$ cat config.mk
export PLATFORM = sky130hd
export DESIGN_NAME = sram_controller
export DESIGN_NICKNAME = d
export VERILOG_FILES = /design/src/rtl/sram_controller.sv
export SDC_FILE = /design/constraint.sdc
export NUM_CORES = 1
export LEC_CHECK = 0
export ABC_CLOCK_PERIOD_IN_PS = 1850
export CORE_ASPECT_RATIO = 1.2
export CORE_MARGIN = 2
export CORE_UTILIZATION = 39
export CTS_CLUSTER_SIZE = 40
export DETAILED_ROUTE_END_ITERATION = 16
export GPL_TIMING_DRIVEN = 1
export PLACE_DENSITY = 0.83
export SETUP_SLACK_MARGIN = 0.4
export SKIP_LAST_GASP = 1
export SLEW_MARGIN = 10
export SYNTH_ARGS = -nofsm -noshare
export SYNTH_HDL_FRONTEND = slang
export SYNTH_SLANG_ARGS = --single-unit
$ cat constraint.sdc
create_clock -name clk -period 1.85 [get_ports clk]
set_clock_uncertainty 0.1 [all_clocks]
set_input_delay 0.2775 -clock clk [delete_from_list [all_inputs] [get_ports clk]]
set_output_delay 0.2775 -clock clk [all_outputs]
set_load 0.005 [all_outputs]
$ cat src/rtl/sram_controller.sv
// Two-phase 32-bit <-> 16-bit asynchronous SRAM sequencer with wait states and pipeline freeze.
// Optional build macro SRAM_PERF_CNT_EN adds access and stall counters.
module sram_controller #(
  parameter int unsigned BASE_ADDR   = 1024,
  parameter int unsigned WAIT_CYCLES = 2
) (
  input  logic        clk,
  input  logic        rst,
  input  logic        rd_en,
  input  logic        wr_en,
  input  logic [31:0] address,
  input  logic [31:0] write_data,
  output logic [31:0] read_data,
  output logic        ready,
  output logic        sram_freeze,
  output logic [17:0] sram_addr,
  output logic [15:0] sram_dq_out,
  input  logic [15:0] sram_dq_in,
  output logic        sram_dq_oe,
  output logic        sram_we_n
`ifdef SRAM_PERF_CNT_EN
  ,
  output logic [31:0] acc_count,
  output logic [31:0] stall_count
`endif
);

  // Handshake: the MEM stage holds rd_en/wr_en (with address/write_data) high
  // until ready pulses; the access is latched leaving IDLE and always runs to
  // completion, so ready acts as the accept-and-complete strobe for one request.

  typedef enum logic [2:0] {
    IDLE  = 3'd0,
    RD_LO = 3'd1,
    RD_HI = 3'd2,
    WR_LO = 3'd3,
    WR_HI = 3'd4,
    DONE  = 3'd5
  } state_e;

  localparam logic [3:0] LAST_CNT = 4'(WAIT_CYCLES - 1);

  state_e      state_q, state_d;
  logic [3:0]  cnt_q, cnt_d;
  logic [15:0] addr_q, addr_d;
  logic [31:0] wdata_q, wdata_d;
  logic [31:0] rdata_q, rdata_d;
  logic [15:0] word_idx;
  logic        phase_last;

  assign word_idx   = 16'((address - 32'(BASE_ADDR)) >> 2);
  assign phase_last = (cnt_q == LAST_CNT);

  always_ff @(posedge clk) begin
    if (rst) begin
      state_q <= IDLE;
      cnt_q   <= '0;
      addr_q  <= '0;
      wdata_q <= '0;
      rdata_q <= '0;
    end else begin
      state_q <= state_d;
      cnt_q   <= cnt_d;
      addr_q  <= addr_d;
      wdata_q <= wdata_d;
      rdata_q <= rdata_d;
    end
  end

  always_comb begin
    state_d = state_q;
    cnt_d   = cnt_q;
    addr_d  = addr_q;
    wdata_d = wdata_q;
    rdata_d = rdata_q;
    case (state_q)
      IDLE: begin
        if (wr_en) begin
          state_d = WR_LO;
          addr_d  = word_idx;
          wdata_d = write_data;
        end else if (rd_en) begin
          state_d = RD_LO;
          addr_d  = word_idx;
          wdata_d = write_data;
        end
      end
      RD_LO: begin
        if (phase_last) begin
          state_d        = RD_HI;
          cnt_d          = '0;
          rdata_d[15:0]  = sram_dq_in;
        end else begin
          cnt_d = cnt_q + 4'd1;
        end
      end
      RD_HI: begin
        if (phase_last) begin
          state_d        = DONE;
          cnt_d          = '0;
          rdata_d[31:16] = sram_dq_in;
        end else begin
          cnt_d = cnt_q + 4'd1;
        end
      end
      WR_LO: begin
        if (phase_last) begin
          state_d = WR_HI;
          cnt_d   = '0;
        end else begin
          cnt_d = cnt_q + 4'd1;
        end
      end
      WR_HI: begin
        if (phase_last) begin
          state_d = DONE;
          cnt_d   = '0;
        end else begin
          cnt_d = cnt_q + 4'd1;
        end
      end
      DONE:    state_d = IDLE;
      default: state_d = IDLE;
    endcase
  end

  // SRAM pins are decoded from the current state so reset releases them at once.
  always_comb begin
    sram_addr   = '0;
    sram_dq_out = '0;
    sram_dq_oe  = 1'b0;
    sram_we_n   = 1'b1;
    case (state_q)
      RD_LO: sram_addr = {1'b0, addr_q, 1'b0};
      RD_HI: sram_addr = {1'b0, addr_q, 1'b1};
      WR_LO: begin
        sram_addr   = {1'b0, addr_q, 1'b0};
        sram_dq_out = wdata_q[15:0];
        sram_dq_oe  = 1'b1;
        sram_we_n   = 1'b0;
      end
      WR_HI: begin
        sram_addr   = {1'b0, addr_q, 1'b1};
        sram_dq_out = wdata_q[31:16];
        sram_dq_oe  = 1'b1;
        sram_we_n   = 1'b0;
      end
      default: ;
    endcase
  end

  assign ready       = (state_q == DONE);
  assign read_data   = rdata_q;
  assign sram_freeze = (rd_en | wr_en) & ~ready;

`ifdef SRAM_PERF_CNT_EN
  logic [31:0] acc_q, stall_q;

  always_ff @(posedge clk) begin
    if (rst) begin
      acc_q   <= '0;
      stall_q <= '0;
    end else begin
      if (ready)       acc_q   <= acc_q + 32'd1;
      if (sram_freeze) stall_q <= stall_q + 32'd1;
    end
  end

  assign acc_count   = acc_q;
  assign stall_count = stall_q;
`endif

endmodule

After elaboration in Yosys (flattened, before gate mapping). Index checks and enable logic that the tools add are counted.

Add/sub/neg operators: 2. Equality and inequality tests: 10. Muxes and demuxes: 15. Bitwise operators: 3. Reduce and logical (&&, ||, !) cells: 10.

Operators by type and width (count): $mux 32 (2); $pmux 17 s2 (1); $mux 16 (2); $pmux 16 s2 (1); $sub 18x11->18 const B (1); $mux 3 (5); $pmux 3 s4 (1); $eq 3x2->1 const B (2); $eq 3x3->1 const B (2); $reduce_and 2->1 (3); $reduce_or 2->1 (3); $add 4x1->4 const B (1); $eq 4x1->1 const B (1); $mux 4 (1); $ne 2x2->1 const B (2); $reduce_and 4->1 (1); $reduce_or 4->1 (1); $eq 3x1->1 const B (1); $logic_not 3->1 (1); $ne 3x3->1 const B (1); $mux 1 (2); $ne 2x1->1 const B (1); $reduce_bool 2->1 (1); $and 1x1->1 (1); 2 further kinds (2).

Flip-flop bits (word level): 87. Bits of input ports: 84.

Logic depth before layout (Yosys ltp). Gate-level depths: netlist of run 1.

Depth after elaboration: 4. Gate-level depth with buffers: 6. Mapped depth without buffers: 5.

Worst setup path after synthesis of run 1. No wires, ideal clock.

Path kind: reg-to-output. Start: register state_q[0]. End: output port sram_dq_out[0]. Arrival: 1534 ps. Setup slack: -62 ps. Stages on the path, launching flop included: 6. Buffers on the path: 3. Cells stage by stage: dfxtp_1 > buf_1 > nor3b_1 > clkbuf_1 > clkbuf_1 > a22o_1.

Longest elaborated chain between the ends: 2. Elaborated cells between the ends (all ways): 3. Classes of those cells: eq/ne: 2; mux: 1.

RTL lines: from (decl) (RTL line 43) `state_e state_q, state_d;`; from (signal assigned) (RTL line 62) `state_q <= state_d;`; $eq 3x3->1 or $eq 3x2->1 (tied branches) (RTL line 133) `case (state_q)`; $pmux 16 s2 * (RTL line 133); to (decl) (RTL line 17) `output logic [15:0] sram_dq_out,`.

Mark *: on every way between the ends. The rest lies on a longest branch, timed or not.

Final worst setup path of run 1.
Start: register state_q[2]. End: output port sram_addr[16].

Longest elaborated chain between the ends: 3. Elaborated cells between the ends (all ways): 7. Classes of those cells: eq/ne: 4; mux: 1; reduce/logical: 2.

RTL lines: $eq 3x3->1 (tied with other cells) (RTL line 133); $reduce_or 2->1 (no line); $pmux 17 s2 * (RTL line 133); to (decl) (RTL line 16) `output logic [17:0] sram_addr,`.

Marked as above.

==> results.sh, run 1 <==
export IMPL_crit_fanout=6
export IMPL_hold_path_class="in -> reg"
export IMPL_max_cap_violations=0
export IMPL_grt_pass1_vias=4657
export IMPL_cts_root_buf="clkbuf_16"
export IMPL_cp_end_kind="primary output"
export IMPL_antenna_cells=0
export IMPL_layout_min_cycle_time_ns=2.06
export IMPL_routed_wl_um=17600
export IMPL_holdWs_ns=0.282
export IMPL_setup_violations=61
export IMPL_core_mm2=0.00961
export IMPL_power_leakage_uw=0.00304
export IMPL_post_drt_via_cell_ratio=5.97
export IMPL_drcViolationCount=0
export IMPL_syn_inst=466
export IMPL_die_x_um=95.0
export IMPL_avgSynthCellArea_um2=8.31
export IMPL_ir_drop_mv=0.916
export IMPL_yosys_cell_types_count=40
export IMPL_h_tree_depth=3
export IMPL_worstSkewPairLatency_ns=0.34
export IMPL_fmax_ghz=0.485
export IMPL_failed_checks="setup timing"
export IMPL_critPathKind="reg -> out"
export IMPL_antenna_left=0
export IMPL_arrival_ns=1.69
export IMPL_ys_ff_latch=87
export IMPL_pin_count=154
export IMPL_finalHoldViolCount=0
export IMPL_synth_top_area_share_pct=45.0
export IMPL_die_h_um=113
export IMPL_port_buffer_count=136
export IMPL_drive_gt1_share_pct=46.4
export IMPL_syn_num_nets=551
export IMPL_final_cell_mix="dfxtp_1 (69), clkdlybuf4s50_1 (62), nand3_1 (48), buf_6 (47), a21oi_1 (40)"
export IMPL_rsz0062_at_grt="yes"
export IMPL_synthTopCellsByArea="dfxtp_1 (45%), a21oi_1 (8.8%), o21ai_0 (7.5%), nand3_1 (7.4%), mux2i_1 (4.1%)"
export IMPL_finalCritPeriodShare_pct=112
export IMPL_tritoncts="built"
export IMPL_via_count=4774
export IMPL_ys_seq_area_share_pct=45.0
export IMPL_cts_sinks=87
export IMPL_dpl_hpwl_um=8200
export IMPL_clk_pin_slew_ns=0.07
export IMPL_fin_nets=757
export IMPL_grt_overflow=0
export IMPL_fin_tns_setup_ns=-5.15
export IMPL_numCtsBuffers=9
export IMPL_synth_area_mm2=0.00387
export IMPL_worst_pin_slew_ns=0.610
export IMPL_initial_core_util_pct=40.3
export IMPL_slew_violations=0
export IMPL_critPathRequiredTime_ns=1.47
export IMPL_avgRoutedWirePerCell_um=22.0
export IMPL_setup_ws_ns=-0.213
export IMPL_rows=39
export IMPL_synth_edf_count=0
export IMPL_area_delta_synth_final_pct=98.0
export IMPL_holdBufCountCts=0
export IMPL_die_area_mm2=0.0107
export IMPL_antenna_found_initial=0
export IMPL_maxSlewHeadroom_pct=59.3
export IMPL_drtPass1Iterations=5
export IMPL_clock_path_buffers=2
export IMPL_async_reset_ff_share_pct=0
export IMPL_layout_commonest_cell="dfxtp_1"
export IMPL_grt_max_degree=41
export IMPL_ys_warn_count=0
export IMPL_yosysTopAreaCell="dfxtp_1"
export IMPL_synth_ff_type="dfxtp_1"
export IMPL_gp_congestion=0.787
export IMPL_track_usage_pct=27.7
export IMPL_setup_worst_path_start_class="flop"
export IMPL_status="finished, violations left"
export IMPL_powerDensity_mw_per_mm2=1270
export IMPL_grt_pass1_wl_um=23200
export IMPL_drtIter0Drc=268
[cell type report]
cell class	count	area (µm²)
multi-input combinational	327	2590
timing repair buffer	241	2760
tap	123	154
clock inverter	5	129
inverter	6	22.5
fill	532	1950
sequential	87	1770
clock buffer	11	233
[critical path: stages, from the launching register on]
cell       delay, ns
dfxtp_4         0.37
buf_6           0.12
nor3_4          0.23
nor2_4          0.09
clkbuf_16       0.16
buf_6           0.12
and2_4          0.14
buf_6           0.11
[registers in the layout, summed over array words and instances (netlist names)]
signal	cells
addr_q	16
read_data	32
wdata_q	32
state_q	3
cnt_q	4
[where the power goes]
part	total, µW	leakage (µW)	internal [µW]	switching, µW
Combinational	5070	0.00214	2810	2250
Clock	2230	0.000174	1460	766
Sequential	2430	0.000721	2170	254
[cell usage after synthesis, drive strengths merged (2+ instances only)]
| library cell | number |
|---|---|
| dfxtp | 87 |
| a21oi | 68 |
| o21ai | 58 |
| nand3 | 57 |
| nand2 | 36 |
| clkbuf | 33 |
| a22o | 17 |
| and2 | 16 |
| mux2i | 16 |
| buf | 14 |
| nor2 | 10 |
| inv | 6 |
| a211oi | 5 |
| or4 | 5 |
| a311oi | 4 |
| o31ai | 4 |
| or3 | 4 |
| xnor2 | 4 |
| nor3b | 3 |
| and3 | 2 |
| nor3 | 2 |
| nor4b | 2 |
| or2 | 2 |
[metrics by stage]
step / cell area [µm²] / total power, µW / instances / setup slack (ns) / utilization (%)
6_report: 7660 / 9720 / 800 / -0.213 / 79.7
2_1_floorplan: 3920 / 3530 / 466 / -0.0335 / -
5_1_grt: 7660 / 10000 / 800 / -0.235 / 79.7
3_3_place_gp: 5550 / 4360 / 718 / -0.152 / 57.8
4_1_cts: 7040 / 8790 / 783 / -0.138 / 73.3
3_5_place_dp: 5550 / 4450 / 718 / -0.217 / 57.8
[repair_timing]
item                       CTS  global route
pin swaps                   95           118
cloned                      19             3
hold endpoints to repair     0             0
buffers inserted            30            14
resized for setup          391           104
setup endpoints to repair  155           124
[layer usage]
layer | GRT usage [%] | share of wire [%] | up-vias
li1 | - | - | 2110
met1 | 29.8 | 37 | 2313
met2 | 51.1 | 52 | 269
met3 | 5.59 | 6.1 | 82
met4 | 12.9 | 5.1 | 0
met5 | 0 | 0 | -
[final timing paths]
path / startpoint / endpoint / slack (ns) / cells past startpoint
min: rst / addr_q[0] / 0.28 / 2
min reg2reg: read_data[17] / read_data[17] / 0.36 / 2
max: state_q[2] / sram_addr[16] / -0.21 / 7
max reg2reg: cnt_q[3] / read_data[28] / -0.11 / 5
[kinds of logic (layout without fill, tap and decap cells)]
logic type / count (synthesis) / count (layout) / share of synthesized area [%]
AOI/OAI and AO/OA: 161 / 161 / 23.8
and+or+nand+nor: 143 / 144 / 19.6
muxes: 16 / 16 / 4.14
DFF: 87 / 87 / 45.0
adders and majority gates: 1 / 1 / 0.323
other: 1 / 1 / 0.0969
xor gates and xnor gates: 4 / 4 / 0.905
buffers and inverters: 53 / 263 / 6.21
Power figures use the tool's default switching activity.
==> run 2: changes to the inputs <==
--- a/config.mk
+++ b/config.mk
@@ -12,10 +12,9 @@
 export CTS_CLUSTER_SIZE = 40
 export DETAILED_ROUTE_END_ITERATION = 16
 export GPL_TIMING_DRIVEN = 1
-export PLACE_DENSITY = 0.83
+export PLACE_DENSITY_LB_ADDON = 0.25
 export SETUP_SLACK_MARGIN = 0.4
 export SKIP_LAST_GASP = 1
-export SLEW_MARGIN = 10
 export SYNTH_ARGS = -nofsm -noshare
 export SYNTH_HDL_FRONTEND = slang
 export SYNTH_SLANG_ARGS = --single-unit
==> run 2 against run 1 <==
The run still ends with setup timing left. Via count shrank 5.9%. Non-clock buffer count shrank 9. Sequential cell count is the same. Die area is the same. Global-route usage shrank 3.1 points. Clock power shrank 14%. Routed wire length shrank 16%. Count of clock-buffer cells in the layout is the same. Largest cell class unchanged.
==> results.sh, run 2 (same netlist as run 1, synthesis figures left out) <==
export IMPL_avgRoutedWirePerCell_um=18.8
export IMPL_worstSkewPairLatency_ns=0.34
export IMPL_drcViolationCount=0
export IMPL_clock_path_buffers=2
export IMPL_nFillCells=629
export IMPL_area_delta_synth_final_pct=83.7
export IMPL_failed_checks="setup timing"
export IMPL_cp_end_kind="primary output"
export IMPL_setup_worst_path_start_class="flop"
export IMPL_finalCritPeriodShare_pct=109
export IMPL_holdWs_ns=0.282
export IMPL_antenna_found_initial=0
export IMPL_die_h_um=113
export IMPL_grt_pass1_vias=4296
export IMPL_layout_min_cycle_time_ns=2.02
export IMPL_placed_cell_area_mm2=0.00553
export IMPL_tritoncts="built"
export IMPL_critPathRequiredTime_ns=1.47
export IMPL_cts_root_buf="clkbuf_16"
export IMPL_powerDensity_mw_per_mm2=1230
export IMPL_grt_overflow=0
export IMPL_ir_drop_mv=0.821
export IMPL_dpl_hpwl_um=7580
export IMPL_cts_sinks=87
export IMPL_power_leakage_uw=0.00287
export IMPL_grt_pass1_wl_um=20700
export IMPL_grt_max_degree=52
export IMPL_fin_util_pct=74.0
export IMPL_crit_fanout=5
export IMPL_slew_violations=0
export IMPL_critPathKind="reg -> out"
export IMPL_rows=39
export IMPL_arrival_ns=1.65
export IMPL_hold_path_class="in -> reg"
export IMPL_antenna_left=0
export IMPL_port_buffer_count=136
export IMPL_routed_wl_um=14800
export IMPL_drive_gt1_share_pct=40.7
export IMPL_drtIter0Drc=211
export IMPL_final_cell_mix="dfxtp_1 (79), clkdlybuf4s50_1 (62), nand3_1 (57), a21oi_1 (52), buf_6 (46)"
export IMPL_track_usage_pct=24.7
export IMPL_setup_ws_ns=-0.174
export IMPL_maxSlewHeadroom_pct=55.0
export IMPL_initial_core_util_pct=40.3
export IMPL_antenna_cells=0
export IMPL_h_tree_depth=3
export IMPL_worst_pin_slew_ns=0.675
export IMPL_seqCellArea_mm2=0.00176
export IMPL_die_x_um=95.0
export IMPL_core_mm2=0.00961
export IMPL_multiInputGateArea_mm2=0.00242
export IMPL_clk_pin_slew_ns=0.07
export IMPL_post_drt_via_cell_ratio=5.68
export IMPL_drtPass1Iterations=4
export IMPL_fmax_ghz=0.494
export IMPL_gp_congestion=0.804
export IMPL_layout_commonest_cell="dfxtp_1"
export IMPL_numCtsBuffers=9
export IMPL_rsz0062_at_grt="yes"
export IMPL_finish_instance_area_mm2=0.00711
export IMPL_pin_count=154
export IMPL_via_count=4492
export IMPL_finalHoldViolCount=0
export IMPL_die_area_mm2=0.0107
export IMPL_fin_nets=748
export IMPL_max_cap_violations=0
export IMPL_setup_violations=67
export IMPL_status="finished, violations left"
## run 2: cell types whose count changed in the layout (fill, tap and decap cells not counted), moves of 3 or more
cell / before / now
bufinv_16: 4 / 1
dfxtp_1: 69 / 79
a21oi_1: 40 / 52
buf_16: 16 / 8
o21ai_4: 16 / 11
nand3_2: 7 / 0
o21ai_2: 39 / 44
dfxtp_2: 15 / 5
buf_2: 16 / 21
buf_12: 16 / 12
nand3_1: 48 / 57
clkbuf_16: 13 / 10
a21oi_2: 28 / 16
## run 2: worst max-delay path: stages, from the launching register on
cell and delay (ns):
dfxtp_4 0.37, buf_6 0.13, nor3_4 0.20, nor2_4 0.11, buf_12 0.14, buf_8 0.12
and2_4 0.14, buf_6 0.11
## run 2: metal layers
| layer | vias up | part of all wire, % | GRT usage [%] | routed length [µm] |
|---|---|---|---|---|
| met5 | - | 0 | 0 | 0 |
| met4 | 0 | 3.8 | 10.3 | 564 |
| met3 | 45 | 6.5 | 6.39 | 964 |
| met2 | 199 | 51 | 43.6 | 7600 |
| met1 | 2163 | 39 | 27.7 | 5720 |
| li1 | 2085 | - | - | - |
## run 2: area by class of cell
cell class	instances	share of cell area, %
timing repair buffer	232	34.3
multi-input combinational	327	34.1
sequential	87	24.7
clock buffer	11	3.55
tap	123	2.16
clock inverter	5	0.897
inverter	6	0.317
## run 2: worst paths after layout
| kind | start | to | slack, ns | cells past startpoint |
|---|---|---|---|---|
| min reg2reg | read_data[19] | read_data[19] | 0.35 | 2 |
| max | state_q[2] | sram_addr[2] | -0.17 | 7 |
| max reg2reg | state_q[2] | wdata_q[4] | -0.11 | 8 |
| min | rst | cnt_q[3] | 0.28 | 3 |
## run 2: power breakdown
part / internal (µW) / switching, µW / leakage [µW]
logic: 2470 / 1940 / 0.00200
registers: 2170 / 249 / 0.000716
clock network: 1130 / 782 / 0.000152
total: 5770 / 2970 / 0.00287
## run 2: what timing repair did
item                                    4_1_cts  5_1_grt
gates resized for setup                     351       97
setup buffers                                30       13
endpoints found under the setup margin      155      124
gates cloned                                 13        1
pin swaps                                   111       45
hold buffers                                  0        0
## run 2: metrics by stage
stage	total power [µW]	setup WS (ns)	instances	TNS (ns)
final	8740	-0.174	791	-5.01
after global routing	9060	-0.217	791	-7.93
after CTS	8100	-0.127	777	-2.62
after detailed placement	4390	-0.184	718	-3.35
after global placement	4350	-0.175	718	-3.12
after floorplan	3530	-0.0335	466	-0.335
